`src/rtl/logic_arbiter_if.sv`:
```
// Request/response bundle between two requesters, the arbiter and the shared logic unit.
// The master side owns the requesters, the logic unit and the response consumer.
interface logic_arbiter_if #(
  parameter int N = 8
);
  logic [1:0]     req_valid;
  logic [1:0]     req_ready;
  logic [2*N-1:0] req_a;
  logic [2*N-1:0] req_b;
  logic [3:0]     req_op;

  logic [N-1:0]   lu_a;
  logic [N-1:0]   lu_b;
  logic           lu_s2;
  logic           lu_s3;
  logic [N-1:0]   lu_rl;

  logic           resp_valid;
  logic           resp_ready;
  logic           resp_id;
  logic [N-1:0]   resp_data;

  logic [7:0]     cnt0;
  logic [7:0]     cnt1;

  modport master (
    output req_valid, req_a, req_b, req_op, lu_rl, resp_ready,
    input  req_ready, lu_a, lu_b, lu_s2, lu_s3,
           resp_valid, resp_id, resp_data, cnt0, cnt1
  );

  modport slave (
    input  req_valid, req_a, req_b, req_op, lu_rl, resp_ready,
    output req_ready, lu_a, lu_b, lu_s2, lu_s3,
           resp_valid, resp_id, resp_data, cnt0, cnt1
  );
endinterface

```
`src/rtl/logic_arbiter.sv`:
```
// Two-requester round-robin arbiter in front of a shared combinational logic unit.
// One transaction at a time: accept in IDLE, capture result in EXEC, hold it in RESP.
module logic_arbiter #(
  parameter int N = 8
) (
  input logic         clk,
  input logic         rst_n,
  logic_arbiter_if.slave bus
);

  typedef enum logic [1:0] {
    IDLE = 2'd0,
    EXEC = 2'd1,
    RESP = 2'd2
  } state_t;

  state_t         state_q, state_d;
  logic           last_grant_q;
  logic [N-1:0]   hold_a_q;
  logic [N-1:0]   hold_b_q;
  logic [1:0]     hold_op_q;
  logic           hold_id_q;
  logic [N-1:0]   resp_data_q;
  logic           resp_id_q;
  logic [7:0]     cnt0_q;
  logic [7:0]     cnt1_q;

  logic           gnt_idx;
  logic [1:0]     req_ready_c;
  logic           accept;
  logic           resp_hs;
  logic [N-1:0]   sel_a;
  logic [N-1:0]   sel_b;
  logic [1:0]     sel_op;

  // Tie goes to the requester that did not win last; last_grant resets to 1 so
  // the first tie after reset favours requester 0.
  always_comb begin
    gnt_idx     = 1'b0;
    req_ready_c = '0;
    if (bus.req_valid == 2'b11) begin
      gnt_idx = ~last_grant_q;
    end else if (bus.req_valid[1]) begin
      gnt_idx = 1'b1;
    end
    if ((state_q == IDLE) && (bus.req_valid != 2'b00)) begin
      req_ready_c[gnt_idx] = 1'b1;
    end
  end

  assign accept  = (state_q == IDLE) && (bus.req_valid != 2'b00);
  assign resp_hs = (state_q == RESP) && bus.resp_ready;

  assign sel_a  = gnt_idx ? bus.req_a[N +: N] : bus.req_a[0 +: N];
  assign sel_b  = gnt_idx ? bus.req_b[N +: N] : bus.req_b[0 +: N];
  assign sel_op = gnt_idx ? bus.req_op[2 +: 2] : bus.req_op[0 +: 2];

  always_ff @(posedge clk or negedge rst_n) begin
    if (!rst_n) begin
      state_q <= IDLE;
    end else begin
      state_q <= state_d;
    end
  end

  always_comb begin
    state_d = state_q;
    case (state_q)
      IDLE:    if (accept) state_d = EXEC;
      EXEC:    state_d = RESP;
      RESP:    if (bus.resp_ready) state_d = IDLE;
      default: state_d = IDLE;
    endcase
  end

  // Holding registers feed the logic unit directly so its inputs only move on accept.
  always_ff @(posedge clk or negedge rst_n) begin
    if (!rst_n) begin
      last_grant_q <= 1'b1;
      hold_a_q     <= '0;
      hold_b_q     <= '0;
      hold_op_q    <= '0;
      hold_id_q    <= 1'b0;
    end else if (accept) begin
      last_grant_q <= gnt_idx;
      hold_a_q     <= sel_a;
      hold_b_q     <= sel_b;
      hold_op_q    <= sel_op;
      hold_id_q    <= gnt_idx;
    end
  end

  always_ff @(posedge clk or negedge rst_n) begin
    if (!rst_n) begin
      resp_data_q <= '0;
      resp_id_q   <= 1'b0;
    end else if (state_q == EXEC) begin
      resp_data_q <= bus.lu_rl;
      resp_id_q   <= hold_id_q;
    end
  end

  always_ff @(posedge clk or negedge rst_n) begin
    if (!rst_n) begin
      cnt0_q <= '0;
      cnt1_q <= '0;
    end else if (resp_hs) begin
      if (resp_id_q) begin
        cnt1_q <= cnt1_q + 8'd1;
      end else begin
        cnt0_q <= cnt0_q + 8'd1;
      end
    end
  end

  assign bus.req_ready  = req_ready_c;
  assign bus.lu_a       = hold_a_q;
  assign bus.lu_b       = hold_b_q;
  assign bus.lu_s2      = hold_op_q[1];
  assign bus.lu_s3      = hold_op_q[0];
  assign bus.resp_valid = (state_q == RESP);
  assign bus.resp_id    = resp_id_q;
  assign bus.resp_data  = resp_data_q;
  assign bus.cnt0       = cnt0_q;
  assign bus.cnt1       = cnt1_q;

endmodule

```
`src/flat_wrapper.sv`:
```
// flat-port wrapper written by rule: the top's interface ports become plain ports
module logic_arbiter_flat 
#(
  parameter int N = 8
)
  (clk, rst_n, bus_req_valid, bus_req_a, bus_req_b, bus_req_op, bus_lu_rl, bus_resp_ready, bus_req_ready, bus_lu_a, bus_lu_b, bus_lu_s2, bus_lu_s3, bus_resp_valid, bus_resp_id, bus_resp_data, bus_cnt0, bus_cnt1);
  logic_arbiter_if #(.N(N)) bus_i ();
  input logic clk;
  input logic rst_n;
  input wire logic [$bits(bus_i.req_valid)-1:0] bus_req_valid;
  input wire logic [$bits(bus_i.req_a)-1:0] bus_req_a;
  input wire logic [$bits(bus_i.req_b)-1:0] bus_req_b;
  input wire logic [$bits(bus_i.req_op)-1:0] bus_req_op;
  input wire logic [$bits(bus_i.lu_rl)-1:0] bus_lu_rl;
  input wire logic [$bits(bus_i.resp_ready)-1:0] bus_resp_ready;
  output wire logic [$bits(bus_i.req_ready)-1:0] bus_req_ready;
  output wire logic [$bits(bus_i.lu_a)-1:0] bus_lu_a;
  output wire logic [$bits(bus_i.lu_b)-1:0] bus_lu_b;
  output wire logic [$bits(bus_i.lu_s2)-1:0] bus_lu_s2;
  output wire logic [$bits(bus_i.lu_s3)-1:0] bus_lu_s3;
  output wire logic [$bits(bus_i.resp_valid)-1:0] bus_resp_valid;
  output wire logic [$bits(bus_i.resp_id)-1:0] bus_resp_id;
  output wire logic [$bits(bus_i.resp_data)-1:0] bus_resp_data;
  output wire logic [$bits(bus_i.cnt0)-1:0] bus_cnt0;
  output wire logic [$bits(bus_i.cnt1)-1:0] bus_cnt1;
  assign bus_i.req_valid = bus_req_valid;
  assign bus_i.req_a = bus_req_a;
  assign bus_i.req_b = bus_req_b;
  assign bus_i.req_op = bus_req_op;
  assign bus_i.lu_rl = bus_lu_rl;
  assign bus_i.resp_ready = bus_resp_ready;
  assign bus_req_ready = bus_i.req_ready;
  assign bus_lu_a = bus_i.lu_a;
  assign bus_lu_b = bus_i.lu_b;
  assign bus_lu_s2 = bus_i.lu_s2;
  assign bus_lu_s3 = bus_i.lu_s3;
  assign bus_resp_valid = bus_i.resp_valid;
  assign bus_resp_id = bus_i.resp_id;
  assign bus_resp_data = bus_i.resp_data;
  assign bus_cnt0 = bus_i.cnt0;
  assign bus_cnt1 = bus_i.cnt1;
  logic_arbiter #(.N(N)) u_core (.clk(clk), .rst_n(rst_n), .bus(bus_i));
endmodule
```
`config.mk`:
```
export PLATFORM = sky130hd
export DESIGN_NAME = logic_arbiter_flat
export DESIGN_NICKNAME = d
export VERILOG_FILES = /design/src/rtl/logic_arbiter_if.sv /design/src/rtl/logic_arbiter.sv /design/src/flat_wrapper.sv
export SDC_FILE = /design/constraint.sdc
export NUM_CORES = 1
export LEC_CHECK = 0
export BUFFER_PORTS_ARGS = -buffer_cell sky130_fd_sc_hd__buf_2
export CORE_UTILIZATION = 30
export CTS_BUF_LIST = sky130_fd_sc_hd__clkbuf_8
export CTS_CLUSTER_SIZE = 24
export DETAILED_ROUTE_END_ITERATION = 16
export PLACE_DENSITY = 0.57
export SLEW_MARGIN = 20
export SYNTH_ARGS = -nofsm -noshare
export SYNTH_HDL_FRONTEND = slang
export SYNTH_SLANG_ARGS = --single-unit
```
`constraint.sdc`:
```
create_clock -name clk -period 1.4 [get_ports clk]
set_input_delay 0.07 -clock clk [delete_from_list [all_inputs] [get_ports clk]]
set_output_delay 0.07 -clock clk [all_outputs]
set_load 0.01 [all_outputs]
```
==> run_results.csv, run 1 <==
group,metric,value,unit
worst_setup_path,worstSetupEndpoint,"bus_req_ready[0]",
global_routing,antenna_found_initial,0,
global_routing,grt_first_pass_wirelength,8580,um
worst_setup_path,cp.arrival,1.49,ns
floorplan,core.rowCount,30,
global_routing,grt_max_degree,25,
floorplan,die_y,86.9,um
final_layout,antennaDiodeCount,0,
worst_setup_path,r2r_setup_slack,-0.15,ns
status,violations,"negative setup slack",
worst_setup_path,r2r_start,"u_core.last_grant_q$_DFFE_PN1N_",
sta,setup_viol,21,
placed_design,placed_cells,356,
power_and_ir_drop,power_leakage,1.67,nW
clock_tree,clk_latency,0.30,ns
global_routing,grt_use_total,0.150,
sta,skew,0.00934,ns
detailed_routing,routedWlPerCell,13.7,um
clock_tree,cts_tree,"done",
synthesis,netlist_area,2160,um^2
floorplan,die_area,7560,um^2
sta,setup-tns-final,-1.75,ns
detailed_routing,drc_errors,0,
synthesis,syn_nets,215,
sta,worst_slew_pin_slew,0.870,ns
placed_design,io_buffers,94,
sta,slew_headroom,0.420,
global_routing,first_global_vias,1733,
placed_design,hpwl,3790,um
sta,fin_crit,1.56,ns
sta,finalHoldViolCount,0,
synthesis,syn_avg_cell_area,13.2,um^2
clock_tree,cts_max_level,2,
final_layout,drive_above_1_share,0.493,
global_routing,grt_overflow_total,0,
floorplan,chipWidth,86.9,um
power_and_ir_drop,power.total,0.00608,W
worst_setup_path,path_max_fanout,4,
sta,report.final.slew_viol_count,0,
synthesis,synth_warnings,0,
detailed_routing,vias_per_cell,4.63,
worst_setup_path,r2r_end,"u_core.bus.lu_b[2]$_DFFE_PN0N_",
power_and_ir_drop,irDropWorstVdd,1.02,mV
sta,max_freq,640,MHz
detailed_routing,drt_first_iter_violations,58,
worst_setup_path,start_kind,"flip-flop",
placed_design,pre_cts_slack,-0.0122,ns
clock_tree,root_buffer,"clkbuf_8",
detailed_routing,antenna_left,0,
detailed_routing,dr.pass1.iters,4,
final_layout,design_area,3300,um^2
clock_tree,cts_inserted_buffers,5,
synthesis,seq_area_frac_synth,0.544,
worst_setup_path,cp.required,1.33,ns
clock_tree,clk_path_buf_depth,2,
synthesis,synthCells,164,
clock_tree,clkTransAtPathRegs,0.08,ns
synthesis,synthDistinctLibCells,32,
synthesis,ys_ff_latch,47,
floorplan,start_util,0.315,
job,cap_violations,0,
final_layout,instances_no_fill,396,
status,status,"finished with violations",
detailed_routing,vias,1833,
sta,rsz0062_at_grt,"yes",
placed_design,place_area,2800,um^2
placed_design,gp_congestion,0.707,
worst_setup_path,crit_path_start,"u_core.last_grant_q$_DFFE_PN1N_",
power_and_ir_drop,p_per_area,1840,nW/um^2
worst_hold_path,holdCritPathClass,"in -> reg",
sta,min_period_over_period,1.12,
floorplan,coreArea,6870,um^2
worst_setup_path,critPathKind,"reg -> out",
worst_setup_path,end_kind,"primary output",
final_layout,fillers,641,
clock_tree,cts.sinks,47,
final_layout,syn2layout_area_growth,52.6,%
sta,fin_ws,-0.162,ns
final_layout,final_nets,350,
floorplan,pin_count,95,
detailed_routing,drt_wl_total,5430,um
worst_setup_path,reg2regPathDepth,6,
## Yosys cell counts
master | count | area [um^2]
clkbuf_1 | 1 | 3.75
mux2_2 | 7 | 78.8
and4_1 | 1 | 8.76
and3_1 | 1 | 6.26
nand2b_1 | 1 | 6.26
nor2_1 | 1 | 3.75
dfstp_2 | 1 | 26.3
buf_4 | 6 | 45.0
nor4_2 | 1 | 12.5
and4bb_1 | 1 | 12.5
inv_1 | 7 | 26.3
xnor2_1 | 11 | 96.3
ha_1 | 2 | 25.0
nand2_1 | 8 | 30.0
nor3_1 | 2 | 10.0
buf_2 | 2 | 10.0
a221o_1 | 18 | 180
buf_6 | 3 | 33.8
nand3_1 | 4 | 20.0
o21ai_0 | 2 | 10.0
a21oi_1 | 2 | 10.0
and2_1 | 2 | 12.5
xor2_1 | 3 | 26.3
nor2_2 | 1 | 6.26
mux2_1 | 2 | 22.5
nand4b_4 | 1 | 23.8
nand4_1 | 5 | 31.3
a2111oi_4 | 1 | 27.5
and4b_1 | 19 | 190
or2b_1 | 1 | 7.51
o21ai_2 | 1 | 8.76
dfrtp_1 | 46 | 1150
## metal layers
| layer | vias to the layer above | part of all wire | track usage |
|---|---|---|---|
| li1 | 891 | - | - |
| met1 | 870 | 0.48 | 0.208 |
| met5 | - | 0 | 0 |
| met2 | 67 | 0.46 | 0.230 |
| met3 | 5 | 0.056 | 0.0341 |
| met4 | 0 | 0.010 | 0.0500 |
## layout by cell type (no fill, tap or decap), types with 2 or more instances in the layout
cell	instances
dfrtp_1	44
buf_2	92
o21ai_0	2
inv_1	5
buf_6	8
buf_12	3
buf_4	12
and4b_1	18
ha_1	2
clkbuf_8	6
a221o_1	18
dfrtp_2	2
xnor2_1	11
mux2_2	7
nand3_1	4
nand2_1	7
mux2_1	2
a21oi_1	2
nand4_1	5
xor2_1	3
inv_2	2
dlygate4sd3_1	23
## per-stage QoR
stage | util | hold slack, ns
2_1_floorplan | - | -0.226
3_3_place_gp | 0.408 | -0.000762
3_5_place_dp | 0.408 | 0.00229
4_1_cts | 0.463 | 0.00126
5_1_grt | 0.481 | 0.00280
6_report | 0.481 | 0.0171
## worst min path at each step
stage	end	cells after the start	from	slack (ns)
finish	u_core.bus.lu_b[7]$_DFFE_PN0N_	2	bus_req_b[7]	0.02
global route	u_core.hold_op_q[0]$_DFFE_PN0N_	2	bus_req_op[0]	0.003
CTS	u_core.bus.lu_b[7]$_DFFE_PN0N_	2	bus_req_b[7]	0.001
detailed placement	u_core.bus.lu_a[3]$_DFFE_PN0N_	1	rst_n	0.002
global placement	u_core.bus.lu_a[3]$_DFFE_PN0N_	1	rst_n	-0.0008
floorplan	u_core.bus.cnt0[0]$_DFFE_PN0P_	0	rst_n	-0.23
## where the power goes
group / switching, W / internal (W)
registers: 0.000416 / 0.00192
clock network: 0.000472 / 0.000404
logic: 0.00129 / 0.00159
total: 0.00217 / 0.00391
## state kept, by name, indices dropped and copies added, names as in the netlist
signal,flops
u_core.bus.cnt0,8
u_core.bus.cnt1,8
u_core.bus.lu_a,8
u_core.bus.lu_b,8
u_core.bus.resp_data,8
u_core.hold_op_q,2
u_core.state_q,2
u_core.bus.resp_id,1
u_core.hold_id_q,1
u_core.last_grant_q,1
## critical path: stages (launching register included)
cell and delay (ns):
dfstp_2 0.54, inv_2 0.05, a2111oi_4 0.36, buf_12 0.16, buf_6 0.09
## kinds of logic after synthesis
kind of cell,share of synthesized area
buf+inv,0.0549
simple gates,0.176
fa+ha+maj,0.0116
mux,0.0468
flops,0.544
compound gates,0.109
xor+xnor,0.0567
## area by class of cell
class	instances	area (um^2)	share of cell area
sequential	47	1180	0.357
timing repair buffer	140	971	0.294
multi-input combinational	98	906	0.274
tap	96	120	0.0364
clock buffer	6	82.6	0.0250
inverter	7	26.3	0.00796
clock inverter	2	16.3	0.00493
## what timing repair did
action / CTS / global route
hold buffers: 22 / 1
resized for setup: 9 / 14
endpoints found under the hold margin: 56 / 1
setup endpoints to repair: 20 / 32
setup buffers: 5 / 4
pin swaps: 4 / 6
cloned: 0 / 1
No activity file was read; power rests on OpenSTA's default activity.
==> run 2, diff against run 1 <==
--- a/config.mk
+++ b/config.mk
@@ -6,11 +6,12 @@
 export NUM_CORES = 1
 export LEC_CHECK = 0
 export BUFFER_PORTS_ARGS = -buffer_cell sky130_fd_sc_hd__buf_2
-export CORE_UTILIZATION = 30
+export CORE_MARGIN = 3
+export CORE_UTILIZATION = 44
 export CTS_BUF_LIST = sky130_fd_sc_hd__clkbuf_8
 export CTS_CLUSTER_SIZE = 24
 export DETAILED_ROUTE_END_ITERATION = 16
-export PLACE_DENSITY = 0.57
+export PLACE_DENSITY = 0.78
 export SLEW_MARGIN = 20
 export SYNTH_ARGS = -nofsm -noshare
 export SYNTH_HDL_FRONTEND = slang
==> run 2 against run 1 <==
The run still ends with negative setup slack left. Worst hold slack lost 0.0068 ns. Clock skew shrank 0.0017 ns. Register-to-register slack gained 0.04 ns. Fmax is essentially flat. Sequential power is essentially flat. Clock power grew 15%. Flip-flop and latch count is the same. Utilization grew 20 points. First-iteration DRC count grew 24%.
==> run_results.csv, run 2 (synthesized netlist as in run 1, its figures left out) <==
group,metric,value,unit
floorplan,start_util,0.477,
clock_tree,cts_inserted_buffers,5,
sta,rsz0062_at_grt,"yes",
detailed_routing,drc_errors,0,
detailed_routing,drt_first_iter_violations,72,
clock_tree,root_buffer,"clkbuf_8",
placed_design,gp_congestion,0.774,
global_routing,grt_max_degree,25,
clock_tree,cts.sinks,47,
detailed_routing,dr.pass1.iters,4,
worst_hold_path,holdCritPathClass,"in -> reg",
final_layout,syn2layout_area_growth,42.2,%
clock_tree,clkTransAtPathRegs,0.09,ns
final_layout,layout_commonest_cell,"buf_2",
power_and_ir_drop,p_per_area,1950,nW/um^2
sta,fin_ws,-0.162,ns
placed_design,hpwl,3730,um
clock_tree,cts_tree,"done",
worst_setup_path,path_max_fanout,2,
floorplan,chipWidth,76.1,um
worst_setup_path,critical_path.slowest_cell,"dfstp_2",
worst_setup_path,cp.required,1.33,ns
sta,skew,0.00762,ns
sta,slew_headroom,0.418,
global_routing,grt_use_total,0.183,
floorplan,coreArea,4530,um^2
sta,min_period_over_period,1.12,
final_layout,instances_no_fill,351,
job,cap_violations,0,
floorplan,die_y,76.1,um
floorplan,core.rowCount,24,
clock_tree,clk_latency,0.29,ns
final_layout,antennaDiodeCount,0,
worst_setup_path,crit_family,"flip-flops",
status,status,"finished with violations",
sta,report.final.slew_viol_count,0,
power_and_ir_drop,power.total,0.00599,W
sta,finalHoldViolCount,0,
placed_design,place_area,2750,um^2
floorplan,die_area,5790,um^2
power_and_ir_drop,irDropWorstVdd,1.10,mV
worst_setup_path,cp.arrival,1.49,ns
detailed_routing,drt_wl_total,5200,um
global_routing,first_global_vias,1773,
clock_tree,cts_max_level,2,
detailed_routing,vias_per_cell,5.08,
detailed_routing,vias,1782,
worst_setup_path,crit_buf_inv,3,
final_layout,final_nets,336,
final_layout,design_area,3080,um^2
sta,worst_slew_pin_slew,0.873,ns
final_layout,mostFrequentLayoutCells,"buf_2 (94), dfrtp_1 (44), and4b_1 (19)",
clock_tree,clk_path_buf_depth,2,
worst_setup_path,critPathMaxStageDelay,0.55,ns
power_and_ir_drop,power_leakage,1.60,nW
worst_setup_path,end_kind,"primary output",
worst_setup_path,start_kind,"flip-flop",
status,violations,"negative setup slack",
placed_design,placed_cells,326,
global_routing,antenna_found_initial,0,
floorplan,pin_count,95,
sta,max_freq,640,MHz
detailed_routing,routedWlPerCell,14.8,um
global_routing,grt_overflow_total,0,
placed_design,pre_cts_slack,-0.00473,ns
placed_design,io_buffers,94,
worst_setup_path,critPathKind,"reg -> out",
detailed_routing,antenna_left,0,
sta,fin_crit,1.56,ns
global_routing,grt_first_pass_wirelength,8640,um
sta,setup_viol,22,
final_layout,utilization,0.678,
final_layout,drive_above_1_share,0.490,
worst_setup_path,crit_chain,"inv_2, a2111oi_4, buf_4, buf_2",
## run 2: cell count changes in the layout (fill, tap and decap cells not counted), moves of 2 or more
cell,previous run,this run
dlygate4sd3_1,23,11
buf_4,12,15
buf_6,8,3
buf_2,92,94
buf_12,3,1
## run 2: worst register-to-register path, stage by stage, from the launching register on
cell	delay [ns]
dfstp_2	0.55
buf_4	0.10
and2_4	0.16
buf_4	0.14
and4b_1	0.19
a221o_1	0.26
## run 2: routing by layer
| metal | up-vias | wire (um) | track usage |
|---|---|---|---|
| met5 | - | 0 | 0 |
| met4 | 0 | 63 | 0.0543 |
| met3 | 7 | 306 | 0.0449 |
| li1 | 858 | - | - |
| met1 | 860 | 2140 | 0.231 |
| met2 | 57 | 2690 | 0.311 |
## run 2: path summary, 6_finish.rpt
path	slack [ns]	endpoint	from	depth (start not counted)
max	-0.16	bus_req_ready[0]	u_core.last_grant_q$_DFFE_PN1N_	4
min	0.01	u_core.bus.lu_b[1]$_DFFE_PN0N_	bus_req_b[1]	2
max reg2reg	-0.11	u_core.bus.lu_b[4]$_DFFE_PN0N_	u_core.last_grant_q$_DFFE_PN1N_	5
min reg2reg	0.47	u_core.bus.cnt0[7]$_DFFE_PN0P_	u_core.bus.cnt0[7]$_DFFE_PN0P_	1
max in group asynchronous	0.60	u_core.last_grant_q$_DFFE_PN1N_	rst_n	3
min in group asynchronous	0.24	u_core.bus.cnt1[5]$_DFFE_PN0P_	rst_n	2
## run 2: power by group
group          switching (W)  internal, W  leakage, nW
registers           0.000423      0.00192        0.580
clock network       0.000435     0.000578       0.0612
logic                0.00123      0.00141        0.962
## run 2: layout make-up
type / instances / area, um^2
Fill cell: 342 / 1460
Clock buffer: 6 / 82.6
Sequential cell: 47 / 1180
Timing Repair Buffer: 126 / 787
Tap cell: 65 / 81.3
Multi-Input combinational cell: 98 / 883
Inverter: 7 / 26.3
Clock inverter: 2 / 35.0
## run 2: what timing repair did
action,CTS,global route
endpoints found under the setup margin,8,23
gates cloned,1,1
gates resized for setup,9,3
pin swaps,4,3
hold endpoints to repair,23,2
buffers inserted,3,1
hold buffers,9,2
## run 2: per-stage QoR
step                hold WS, ns  setup TNS, ns
finish                   0.0104          -1.87
global route           0.000798          -3.32
CTS                     0.00126         -0.825
detailed placement       0.0338       -0.00473
global placement         0.0182              0
floorplan                -0.226              0
